## src/rtl/wager_bank.sv

```systemverilog
// Multi-player betting bank: escrows one side-bet per player per round and
// settles every player sequentially once the round outcome is latched.
module wager_bank #(
  parameter int NUM_PLAYERS = 4,
  parameter int BAL_W       = 8,
  parameter int INIT_BAL    = 100,
  parameter int COMMISSION  = 0,
  parameter int TIE_ODDS    = 8,
  localparam int PID_W      = (NUM_PLAYERS > 1) ? $clog2(NUM_PLAYERS) : 1
) (
  input  logic                   slow_clock,
  input  logic                   resetb,
  input  logic                   round_start,
  input  logic                   bet_valid,
  input  logic [PID_W-1:0]       bet_player,
  input  logic [1:0]             bet_side,
  input  logic [BAL_W-1:0]       bet_amount,
  output logic                   bet_ack,
  output logic                   bet_err,
  input  logic                   lock,
  input  logic                   result_valid,
  input  logic [1:0]             result,
  output logic                   settle_done,
  output logic                   busy,
  input  logic [PID_W-1:0]       rd_player,
  output logic [BAL_W-1:0]       rd_balance,
  output logic [NUM_PLAYERS-1:0] broke
);

  typedef enum logic [2:0] {
    S_IDLE,
    S_BETTING,
    S_LOCKED,
    S_SETTLE,
    S_DONE
  } state_e;

  localparam int EXT_W = BAL_W + 5;
  localparam logic [EXT_W-1:0] SAT_MAX  = {5'b0, {BAL_W{1'b1}}};
  localparam logic [PID_W-1:0] LAST_IDX = PID_W'(NUM_PLAYERS - 1);

  state_e state_q, state_d;

  logic [BAL_W-1:0] bal_q  [NUM_PLAYERS];
  logic [BAL_W-1:0] bal_d  [NUM_PLAYERS];
  logic [1:0]       side_q [NUM_PLAYERS];
  logic [1:0]       side_d [NUM_PLAYERS];
  logic [BAL_W-1:0] amt_q  [NUM_PLAYERS];
  logic [BAL_W-1:0] amt_d  [NUM_PLAYERS];

  logic [PID_W-1:0] idx_q, idx_d;
  logic [1:0]       res_q, res_d;
  logic             ack_q, ack_d;
  logic             err_q, err_d;
  logic             done_q, done_d;

  logic             pid_ok;
  logic [BAL_W-1:0] cur_bal;
  logic [BAL_W-1:0] cur_amt;
  logic [BAL_W:0]   avail;
  logic             bet_bad;

  logic [EXT_W-1:0] s_amt;
  logic [1:0]       s_side;
  logic [EXT_W-1:0] comm;
  logic [EXT_W-1:0] credit;
  logic [EXT_W-1:0] sum;
  logic [BAL_W-1:0] settled;

  // State register and all datapath flops
  always_ff @(posedge slow_clock or negedge resetb) begin
    if (!resetb) begin
      state_q <= S_IDLE;
      bal_q   <= '{default: BAL_W'(INIT_BAL)};
      side_q  <= '{default: 2'd0};
      amt_q   <= '{default: '0};
      idx_q   <= '0;
      res_q   <= '0;
      ack_q   <= 1'b0;
      err_q   <= 1'b0;
      done_q  <= 1'b0;
    end else begin
      state_q <= state_d;
      bal_q   <= bal_d;
      side_q  <= side_d;
      amt_q   <= amt_d;
      idx_q   <= idx_d;
      res_q   <= res_d;
      ack_q   <= ack_d;
      err_q   <= err_d;
      done_q  <= done_d;
    end
  end

  // Next-state logic
  always_comb begin
    state_d = state_q;
    unique case (state_q)
      S_IDLE, S_DONE: if (round_start) state_d = S_BETTING;
      S_BETTING:      if (lock) state_d = S_LOCKED;
      S_LOCKED:       if (result_valid && (result != 2'd0)) state_d = S_SETTLE;
      S_SETTLE:       if (idx_q == LAST_IDX) state_d = S_DONE;
      default:        state_d = S_IDLE;
    endcase
  end

  // Payout for the player currently being settled, saturated to BAL_W bits
  always_comb begin
    s_amt  = {5'b0, amt_q[idx_q]};
    s_side = side_q[idx_q];
    comm   = (COMMISSION != 0) ? (s_amt / EXT_W'(20)) : '0;
    credit = '0;
    if (s_side == res_q) begin
      unique case (s_side)
        2'd1:    credit = s_amt << 1;
        2'd2:    credit = (s_amt << 1) - comm;
        2'd3:    credit = s_amt * EXT_W'(TIE_ODDS + 1);
        default: credit = '0;
      endcase
    end else if ((res_q == 2'd3) && (s_side != 2'd0)) begin
      credit = s_amt;
    end
    sum     = {5'b0, bal_q[idx_q]} + credit;
    settled = (sum > SAT_MAX) ? '1 : sum[BAL_W-1:0];
  end

  // Bet handling and settlement writes; bets only land in BETTING, so they
  // never collide with a settlement write to the same player.
  always_comb begin
    bal_d  = bal_q;
    side_d = side_q;
    amt_d  = amt_q;
    idx_d  = idx_q;
    res_d  = res_q;
    ack_d  = 1'b0;
    err_d  = 1'b0;
    done_d = 1'b0;

    pid_ok  = 32'(bet_player) < NUM_PLAYERS;
    cur_bal = pid_ok ? bal_q[bet_player] : '0;
    cur_amt = pid_ok ? amt_q[bet_player] : '0;
    avail   = {1'b0, cur_bal} + {1'b0, cur_amt};
    bet_bad = (state_q != S_BETTING) || !pid_ok ||
              ((bet_side != 2'd0) && (bet_amount == '0)) ||
              ({1'b0, bet_amount} > avail);

    if (bet_valid) begin
      ack_d = !bet_bad;
      err_d = bet_bad;
      if (!bet_bad) begin
        bal_d[bet_player]  = BAL_W'(avail - {1'b0, bet_amount});
        side_d[bet_player] = bet_side;
        amt_d[bet_player]  = (bet_side == 2'd0) ? '0 : bet_amount;
      end
    end

    if ((state_q == S_LOCKED) && result_valid && (result != 2'd0)) begin
      res_d = result;
      idx_d = '0;
    end

    if (state_q == S_SETTLE) begin
      bal_d[idx_q]  = settled;
      side_d[idx_q] = 2'd0;
      amt_d[idx_q]  = '0;
      idx_d         = idx_q + 1'b1;
      done_d        = (idx_q == LAST_IDX);
    end
  end

  // Outputs
  always_comb begin
    bet_ack     = ack_q;
    bet_err     = err_q;
    settle_done = done_q;
    busy        = (state_q == S_LOCKED) || (state_q == S_SETTLE);
    rd_balance  = (32'(rd_player) < NUM_PLAYERS) ? bal_q[rd_player] : '0;
    broke       = '0;
    for (int unsigned i = 0; i < NUM_PLAYERS; i++) begin
      broke[i] = (bal_q[i] == '0) && (side_q[i] == 2'd0);
    end
  end

endmodule
```

## config.mk

```make
export PLATFORM = sky130hd
export DESIGN_NAME = wager_bank
export DESIGN_NICKNAME = d
export VERILOG_FILES = /design/src/rtl/wager_bank.sv
export SDC_FILE = /design/constraint.sdc
export NUM_CORES = 1
export LEC_CHECK = 0
export CORE_MARGIN = 10
export CORE_UTILIZATION = 61
export CTS_CLUSTER_DIAMETER = 100
export DETAILED_ROUTE_END_ITERATION = 8
export PLACE_DENSITY = 0.85
export SLEW_MARGIN = 15
export SYNTH_ARGS = -nofsm -noshare
export SYNTH_HDL_FRONTEND = slang
export SYNTH_SLANG_ARGS = --single-unit
```

## constraint.sdc

```tcl
create_clock -name slow_clock -period 5.2 [get_ports slow_clock]
set_input_delay 1.3 -clock slow_clock [delete_from_list [all_inputs] [get_ports slow_clock]]
set_output_delay 1.3 -clock slow_clock [all_outputs]
set_load 0.01 [all_outputs]
```

==> results by group, run 1 <==
Timing
  – Fmax: 0.199 GHz
  – Hold slack: around 0.5 ns
  – Slew HR: 29.0%
  – Clk_skew: between 0.008 and 0.009 ns
  – Final period util: between 90% and 100%
  – Slew @ Worst Pin: roughly 1.1 ns
  – Final setup fails: 0
  – Tmin final: just over 5 ns
  – Final Hold Fails: 0
  – Max-slew violations: 0

Placement
  – Placed cell count: just over 800
  – Count of input and output buffers: 37
  – Post-DP HPWL: 14300 microns
  – RePlAce Congestion: 0.998

Worst setup path
  – Crit path DAT: 5.24 ns
  – Critical path class: in -> reg
  – Crit path capture type: flip-flop
  – Crit path required time: between 5 and 6 ns
  – Startpoint types: input pin
  – CP max FO: 8

Cells and area
  – Layout fillers: 730
  – Footprint of the multi-input gates: a little over 4000 sq um
  – Antenna diodes: 0
  – Layout area overhead: 18.4%
  – Register area: between 2000 and 2500 sq um
  – Share of layout cells above drive strength 1: between 20% and 30%
  – Nets: 764
  – Finished Layout Cells: slightly above 800

Logic synthesis
  – Cell area after synthesis: 6390 sq um
  – Mapped Cells: between 600 and 700
  – Mapped Nets: 693
  – Yosys warns: 0
  – Synth top area share: between 20% and 30%
  – Seq/Total Area, Yosys: roughly a third
  – Yosys top cell by area: dfrtp_1
  – Top cells by area, synth: dfrtp_1, mux4_2, ha_1, mux2i_1, dfstp_2
  – Main synth FF type: dfrtp_1
  – Number of synthesized flops with an enable pin: 0
  – Mean area per synthesized cell: roughly 10 sq um
  – Flops & latches, synth: roughly 80
  – Fraction of registers with async set/reset: between 90% and 100%
  – Netlist cell types: 51

Power and ir drop
  – Lkg Pwr: 3.26 nW
  – Peak supply drop: approximately 0.86 mV
  – Power Dens Cells: 757 nW/um^2

Route
  – # DRC: 0
  – TritonRoute pass-1 iters: 5
  – Routed length per instance: about 23 microns
  – Final Routed Wirelength: about 19000 microns
  – DR vias/cell: approximately 6.7
  – DRT iter0 DRCs: just over 500
  – Via count: around 5.6k
  – Post-route ant nets: 0

Floorplanning
  – Die Ht: 122 microns
  – Core Region: about 10000 sq um
  – Die footprint: 15000 sq um
  – Initial core utilization: slightly above 60%
  – # rows: 37
  – Die width: roughly 120 microns
  – IO Pins: 38

Clock network
  – Max Buffers Root-to-Sink: 2
  – Clk root buf: clkbuf_8
  – CTS Buf Count: 9
  – Clock Pin Slew Worst Setup and Hold Paths: 0.09 ns
  – Clk sink count: 82
  – Clk Latency, worst-skew pair: about 0.36 ns
  – CTS H-tree lvls: 3
  – CTS tree: yes

Global routing
  – Initial antenna violation count: 0
  – Global-route wire length before repair: ~31000 microns
  – Number of global-route vias before repair: 5671
  – GRT Total Usage: 26.2%
  – Largest net degree at the start of global routing: between 80 and 90
  – Gr ovfl total: 0

Job
  – Max-Cap Viols: 0

Run status
  – Outcome: finished, final reports clean

Worst hold path
  – Min-delay worst type: reg -> reg
-- path summary, 6_finish.rpt --
| path | start | to | slack (ns) | cells past startpoint |
|---|---|---|---|---|
| worst max-delay path | bet_player[0] | bal_q[27]$_DFF_PN0_ | 0.17 | 19 |
| worst max register to register | idx_q[0]$_DFFE_PN0P_ | bal_q[19]$_DFF_PN0_ | 0.49 | 17 |
| min in group asynchronous | resetb | state_q[1]$_DFFE_PN0P_ | 1.11 | 1 |
| max in group asynchronous | resetb | idx_q[0]$_DFFE_PN0P_ | 3.37 | 1 |
| worst min-delay path | state_q[2]$_DFFE_PN0P_ | state_q[1]$_DFFE_PN0P_ | 0.49 | 1 |
| worst min register to register | state_q[2]$_DFFE_PN0P_ | state_q[1]$_DFFE_PN0P_ | 0.49 | 1 |
-- layer usage --
metal  track usage, %  vias up  part of all wire (%)
met3             5.74       64                   9.2
met5                0        -                     0
met1             32.9     2737                    39
li1                 -     2433                     -
met2             42.6      319                    47
met4             11.9        0                   4.6
-- what timing repair did --
item | in CTS | in global routing
pin swaps | 7 | 9
setup endpoints to repair | 72 | 52
hold buffers | 0 | 0
cloned | 1 | 1
buffers inserted | 2 | 2
resized for setup | 14 | 8
hold endpoints to repair | 0 | 0
-- kinds of logic (layout without fill, tap and decap cells) --
group,after synthesis,in the layout,synth area share [%]
and+or+nand+nor,175,175,13.1
adders and majority gates,51,51,10.5
buffers and inverters,66,141,4.11
xor gates and xnor gates,22,22,3.02
DFF,82,82,32.3
muxes,112,112,26.2
AOI/OAI and AO/OA,112,112,10.8
-- stage by stage --
step           area (sq um)  power (mW)  util, %  worst slack, ns  setup TNS, ns
3_5_place_dp           7240        5.04     70.4           -0.621         -36.42
5_1_grt                7570        6.11     73.6         -0.00392       -0.00392
3_3_place_gp           7240        4.93     70.4           -0.472         -28.45
2_1_floorplan          6440        3.61        -           0.0221              0
4_1_cts                7500        5.57     73.0           0.0956              0
6_report               7570        5.73     73.6            0.171              0
-- state kept, by name (all words and copies together) (netlist names) --
register / flops
amt_q: 32
bal_q: 32
side_q: 8
state_q: 3
idx_q: 2
res_q: 2
bet_ack: 1
bet_err: 1
settle_done: 1
-- where the power goes --
group | internal (mW) | leakage (nW) | switching (mW)
sequential | 0.959 | 1.02 | 0.350
combinational | 1.83 | 2.14 | 2.16
clock | 0.186 | 0.0887 | 0.245
-- worst max-delay path: stages --
cell and delay (ns):
clkdlybuf4s15_1 0.20, buf_12 0.14, mux4_2 0.56, buf_4 0.17, fa_2 0.39, buf_4 0.15
a21oi_1 0.12, nor2_1 0.05, nor2_1 0.14, xnor2_1 0.11, ha_1 0.35, nand2_1 0.12
o31a_1 0.30, o31a_1 0.22, a21oi_2 0.21, buf_6 0.18, mux2_2 0.35, nand2_1 0.06
o21ai_0 0.10
-- synthesized netlist by cell type, types with 9 or more instances --
library cell / n
mux2_2: 12
nand3_1: 13
nand2_1: 35
mux2i_1: 57
buf_2: 9
inv_1: 33
xnor2_1: 18
or4_1: 10
nor2_1: 67
nor4_1: 11
dfstp_2: 12
o21ai_0: 33
ha_1: 47
a21oi_1: 31
clkbuf_1: 20
nor2b_1: 14
dfrtp_1: 70
mux4_2: 42
-- area by class of cell --
cell class | count | area share (%)
Sequential cell | 82 | 27.3
Clock inverter | 5 | 0.512
Timing Repair Buffer | 93 | 11.5
Inverter | 33 | 1.64
Clock buffer | 10 | 1.82
Multi-Input combinational cell | 472 | 54.9
Tap cell | 136 | 2.25
-- cells in the final DEF, fill, tap and decap left out, drive strengths merged, types with 31 or more instances in the layout --
cell type	count
buf	56
dfrtp	70
clkdlybuf4s50	34
nand2	35
a21oi	31
mux4	42
inv	34
ha	47
nor2	67
o21ai	34
mux2i	58
No activity file was read; power rests on OpenSTA's default activity.
==> run 2, diff against run 1 <==
--- a/config.mk
+++ b/config.mk
@@ -9,7 +9,7 @@
 export CORE_UTILIZATION = 61
 export CTS_CLUSTER_DIAMETER = 100
 export DETAILED_ROUTE_END_ITERATION = 8
-export PLACE_DENSITY = 0.85
+export PLACE_DENSITY = 0.84
 export SLEW_MARGIN = 15
 export SYNTH_ARGS = -nofsm -noshare
 export SYNTH_HDL_FRONTEND = slang
==> run 2 against run 1 <==
  * Sequential share of layout area decreased by 0.36 points
  * Sequential cell count unchanged
  * Core utilization increased by 0.99 points
  * Global-route usage increased by 0.089 points
  * Combinational power increased by 1%
  * Setup slack got worse by 0.069 ns
  * First-iteration DRC count increased by 4.3%
  * Wire length increased by 1.2%
  * Non-clock buffer count increased by 3
  * Die area unchanged
  * Register-to-register slack got worse by 0.02 ns
  * Critical endpoint is now bal_q[28]$_DFF_PN0_
==> results by group, run 2 (same netlist as run 1, synthesis figures left out) <==
Floorplanning
  – Die footprint: 15000 sq um (unchanged)
  – Initial core utilization: 62.2% (unchanged)
  – Die Ht: 122 microns (unchanged)
  – Die width: 122 microns (unchanged)
  – Core Region: 10300 sq um (unchanged)
  – # rows: 37 (unchanged)
  – IO Pins: 38 (unchanged)

Timing
  – Final Hold Fails: 0 (unchanged)
  – Final period util: 98.0% (was 96.7%)
  – Clk_skew: 0.00837 ns (was 0.00863 ns)
  – Setup TNS: 0 ns (unchanged)
  – Unrepaired setup endpoints after global routing: true
  – Fmax: 0.196 GHz (was 0.199 GHz)
  – PnR worst setup slack: 0.103 ns (was 0.171 ns)
  – Slew HR: 27.3% (was 29.0%)
  – Slew @ Worst Pin: 1.09 ns (was 1.07 ns)
  – Final setup fails: 0 (unchanged)
  – Tmin final: 5.10 ns (was 5.03 ns)
  – Max-slew violations: 0 (unchanged)
  – Hold slack: 0.513 ns (was 0.493 ns)

Global routing
  – M1 GR Usage: 33.3% (was 32.9%)
  – Largest net degree at the start of global routing: 83 (unchanged)
  – Grt met3 use: 4.45% (was 5.74%)
  – Met2 global-route usage: 42.8% (was 42.6%)
  – Initial antenna violation count: 0 (unchanged)
  – GRT busiest layer: met2 (unchanged)
  – Gr ovfl total: 0 (unchanged)
  – Number of global-route vias before repair: 5602 (was 5671)
  – GRT Total Usage: 26.3% (was 26.2%)
  – Global-route wire length before repair: 30400 microns (was 30600 microns)

Placement
  – Count of input and output buffers: 37 (unchanged)
  – Dpl cell area: 7260 sq um (was 7240 sq um)
  – Post-DP HPWL: 14100 microns (was 14300 microns)
  – RePlAce Congestion: 0.948 (was 0.998)
  – Placed cell count: 814 (was 811)
  – Pre-CTS setup slack: -0.487 ns (was -0.621 ns)

Power and ir drop
  – Lkg Pwr: 3.30 nW (was 3.26 nW)
  – Net Sw Frac: 47.5% (was 48.1%)
  – Flop pwr share: 22.5% (was 22.8%)
  – Psw: 2.81 mW (was 2.75 mW)
  – Comb power frac: 68.1% (was 69.6%)
  – Power Dens Cells: 771 nW/um^2 (was 757 nW/um^2)
  – Clk network pwr share: 9.3% (was 7.5%)
  – Total power: 5.91 mW (was 5.73 mW)
  – Internal power: 3.10 mW (was 2.97 mW)
  – Peak supply drop: 0.666 mV (was 0.863 mV)

Route
  – # DRC: 0 (unchanged)
  – Routed length per instance: 23.3 microns (was 23.1 microns)
  – DRT iter0 DRCs: 538 (was 516)
  – Final Routed Wirelength: 19400 microns (was 19200 microns)
  – TritonRoute pass-1 iters: 5 (unchanged)
  – DR vias/cell: 6.65 (was 6.68)
  – Via count: 5551 (was 5553)
  – Post-route ant nets: 0 (unchanged)

Worst setup path
  – Crit path required time: 5.44 ns (was 5.41 ns)
  – Crit path DAT: 5.34 ns (was 5.24 ns)
  – Crit path capture type: flip-flop (unchanged)
  – Critical path class: in -> reg (unchanged)
  – Reg2reg start: idx_q[1]$_DFFE_PN0P_ (was idx_q[0]$_DFFE_PN0P_)
  – CP max FO: 7 (was 8)
  – Startpoint types: input pin (unchanged)
  – Worst Setup SP: bet_player[1] (was bet_player[0])

Cells and area
  – Final instance area: 7670 sq um (was 7570 sq um)
  – Commonest non-fill, non-tap cell in the layout: dfrtp_1 (unchanged)
  – Finished Layout Cells: 835 (was 831)
  – Biggest regs: amt_q (32), bal_q (32), side_q (8) (unchanged)
  – Footprint of the multi-input gates: 4170 sq um (was 4160 sq um)
  – Nets: 767 (was 764)
  – Most frequent cells in the layout: dfrtp_1, nor2_1, mux2i_1 (unchanged)
  – Register area: 2070 sq um (unchanged)
  – Layout area overhead: 20.0% (was 18.4%)
  – Layout fillers: 711 (was 730)
  – Antenna diodes: 0 (unchanged)
  – Util after Layout: 74.6% (was 73.6%)
  – Share of layout cells above drive strength 1: 23.0% (was 22.3%)

Worst hold path
  – Min-delay src: state_q[2]$_DFFE_PN0P_ (unchanged)
  – Min-delay worst type: reg -> reg (unchanged)

Run status
  – Outcome: finished, final reports clean (unchanged)

Clock network
  – Max Buffers Root-to-Sink: 2 (unchanged)
  – Clk Latency, worst-skew pair: 0.37 ns (was 0.36 ns)
  – CTS Buf Count: 9 (unchanged)
  – Clk root buf: clkbuf_8 (unchanged)
  – Hold_buf cts: 0 (unchanged)
  – CTS H-tree lvls: 3 (unchanged)
  – Clock Pin Slew Worst Setup and Hold Paths: 0.09 ns (about the same)
  – CTS tree: yes (unchanged)
  – Clk sink count: 82 (unchanged)

Job
  – Max-Cap Viols: 0 (unchanged)
## run 2: cell count changes in the layout (fill, tap and decap cells not counted), moves of 2 or more
cell / previous run / this run
o21ai_1: 3 / 6
a211oi_2: 2 / 4
bufinv_16: 0 / 2
a211oi_1: 5 / 3
o21ai_0: 31 / 28
clkinv_4: 2 / 0
a21oi_1: 24 / 26
a21oi_2: 5 / 3
## run 2: timing repair
item / CTS / global route
endpoints found under the setup margin: 43 / 72
gates cloned: 1 / 1
endpoints found under the hold margin: 0 / 0
resized for setup: 17 / 12
setup buffers: 0 / 3
pin swaps: 8 / 10
## run 2: routing by layer
layer  vias to the layer above  share of wire [%]
li1                       2434                  -
met1                      2746                 39
met2                       313                 48
met3                        58                8.2
met4                         0                4.8
met5                         -                  0
## run 2: layout make-up
cell class                      count  share of cell area, %
Multi-Input combinational cell    472                   54.4
Inverter                           33                   1.62
Clock buffer                       10                   1.79
Tap cell                          136                   2.22
Clock inverter                      6                   1.26
Timing Repair Buffer               96                   11.8
Sequential cell                    82                   27.0
## run 2: power groups by stage
stage          clock, mW  combinational (mW)  sequential [mW]
3_3_place_gp           0                3.64             1.30
6_report           0.551                4.03             1.33
3_5_place_dp           0                3.75             1.32
4_1_cts            0.554                3.88             1.31
2_1_floorplan          0                2.47             1.14
5_1_grt            0.580                4.33             1.36
## run 2: final timing paths
path	endpoint	depth (start not counted)	slack (ns)
max in group asynchronous	idx_q[0]$_DFFE_PN0P_	1	3.34
worst max register to register	bal_q[10]$_DFF_PN1_	16	0.47
worst max-delay path	bal_q[28]$_DFF_PN0_	19	0.10
worst min-delay path	state_q[1]$_DFFE_PN0P_	1	0.51
min in group asynchronous	state_q[1]$_DFFE_PN0P_	1	1.08
worst min register to register	state_q[1]$_DFFE_PN0P_	1	0.51
## run 2: critical path: stages
cell,delay [ns]
clkdlybuf4s50_1,0.47
buf_6,0.13
mux4_2,0.31
ha_1,0.31
a21o_1,0.18
a21oi_2,0.16
o21bai_1,0.08
a21oi_1,0.22
o21ai_1,0.12
xnor2_1,0.13
ha_1,0.35
nand3_2,0.12
o31a_1,0.31
o31a_1,0.22
a21oi_2,0.26
buf_6,0.17
mux2_2,0.34
nand2_1,0.06
o21ai_0,0.08
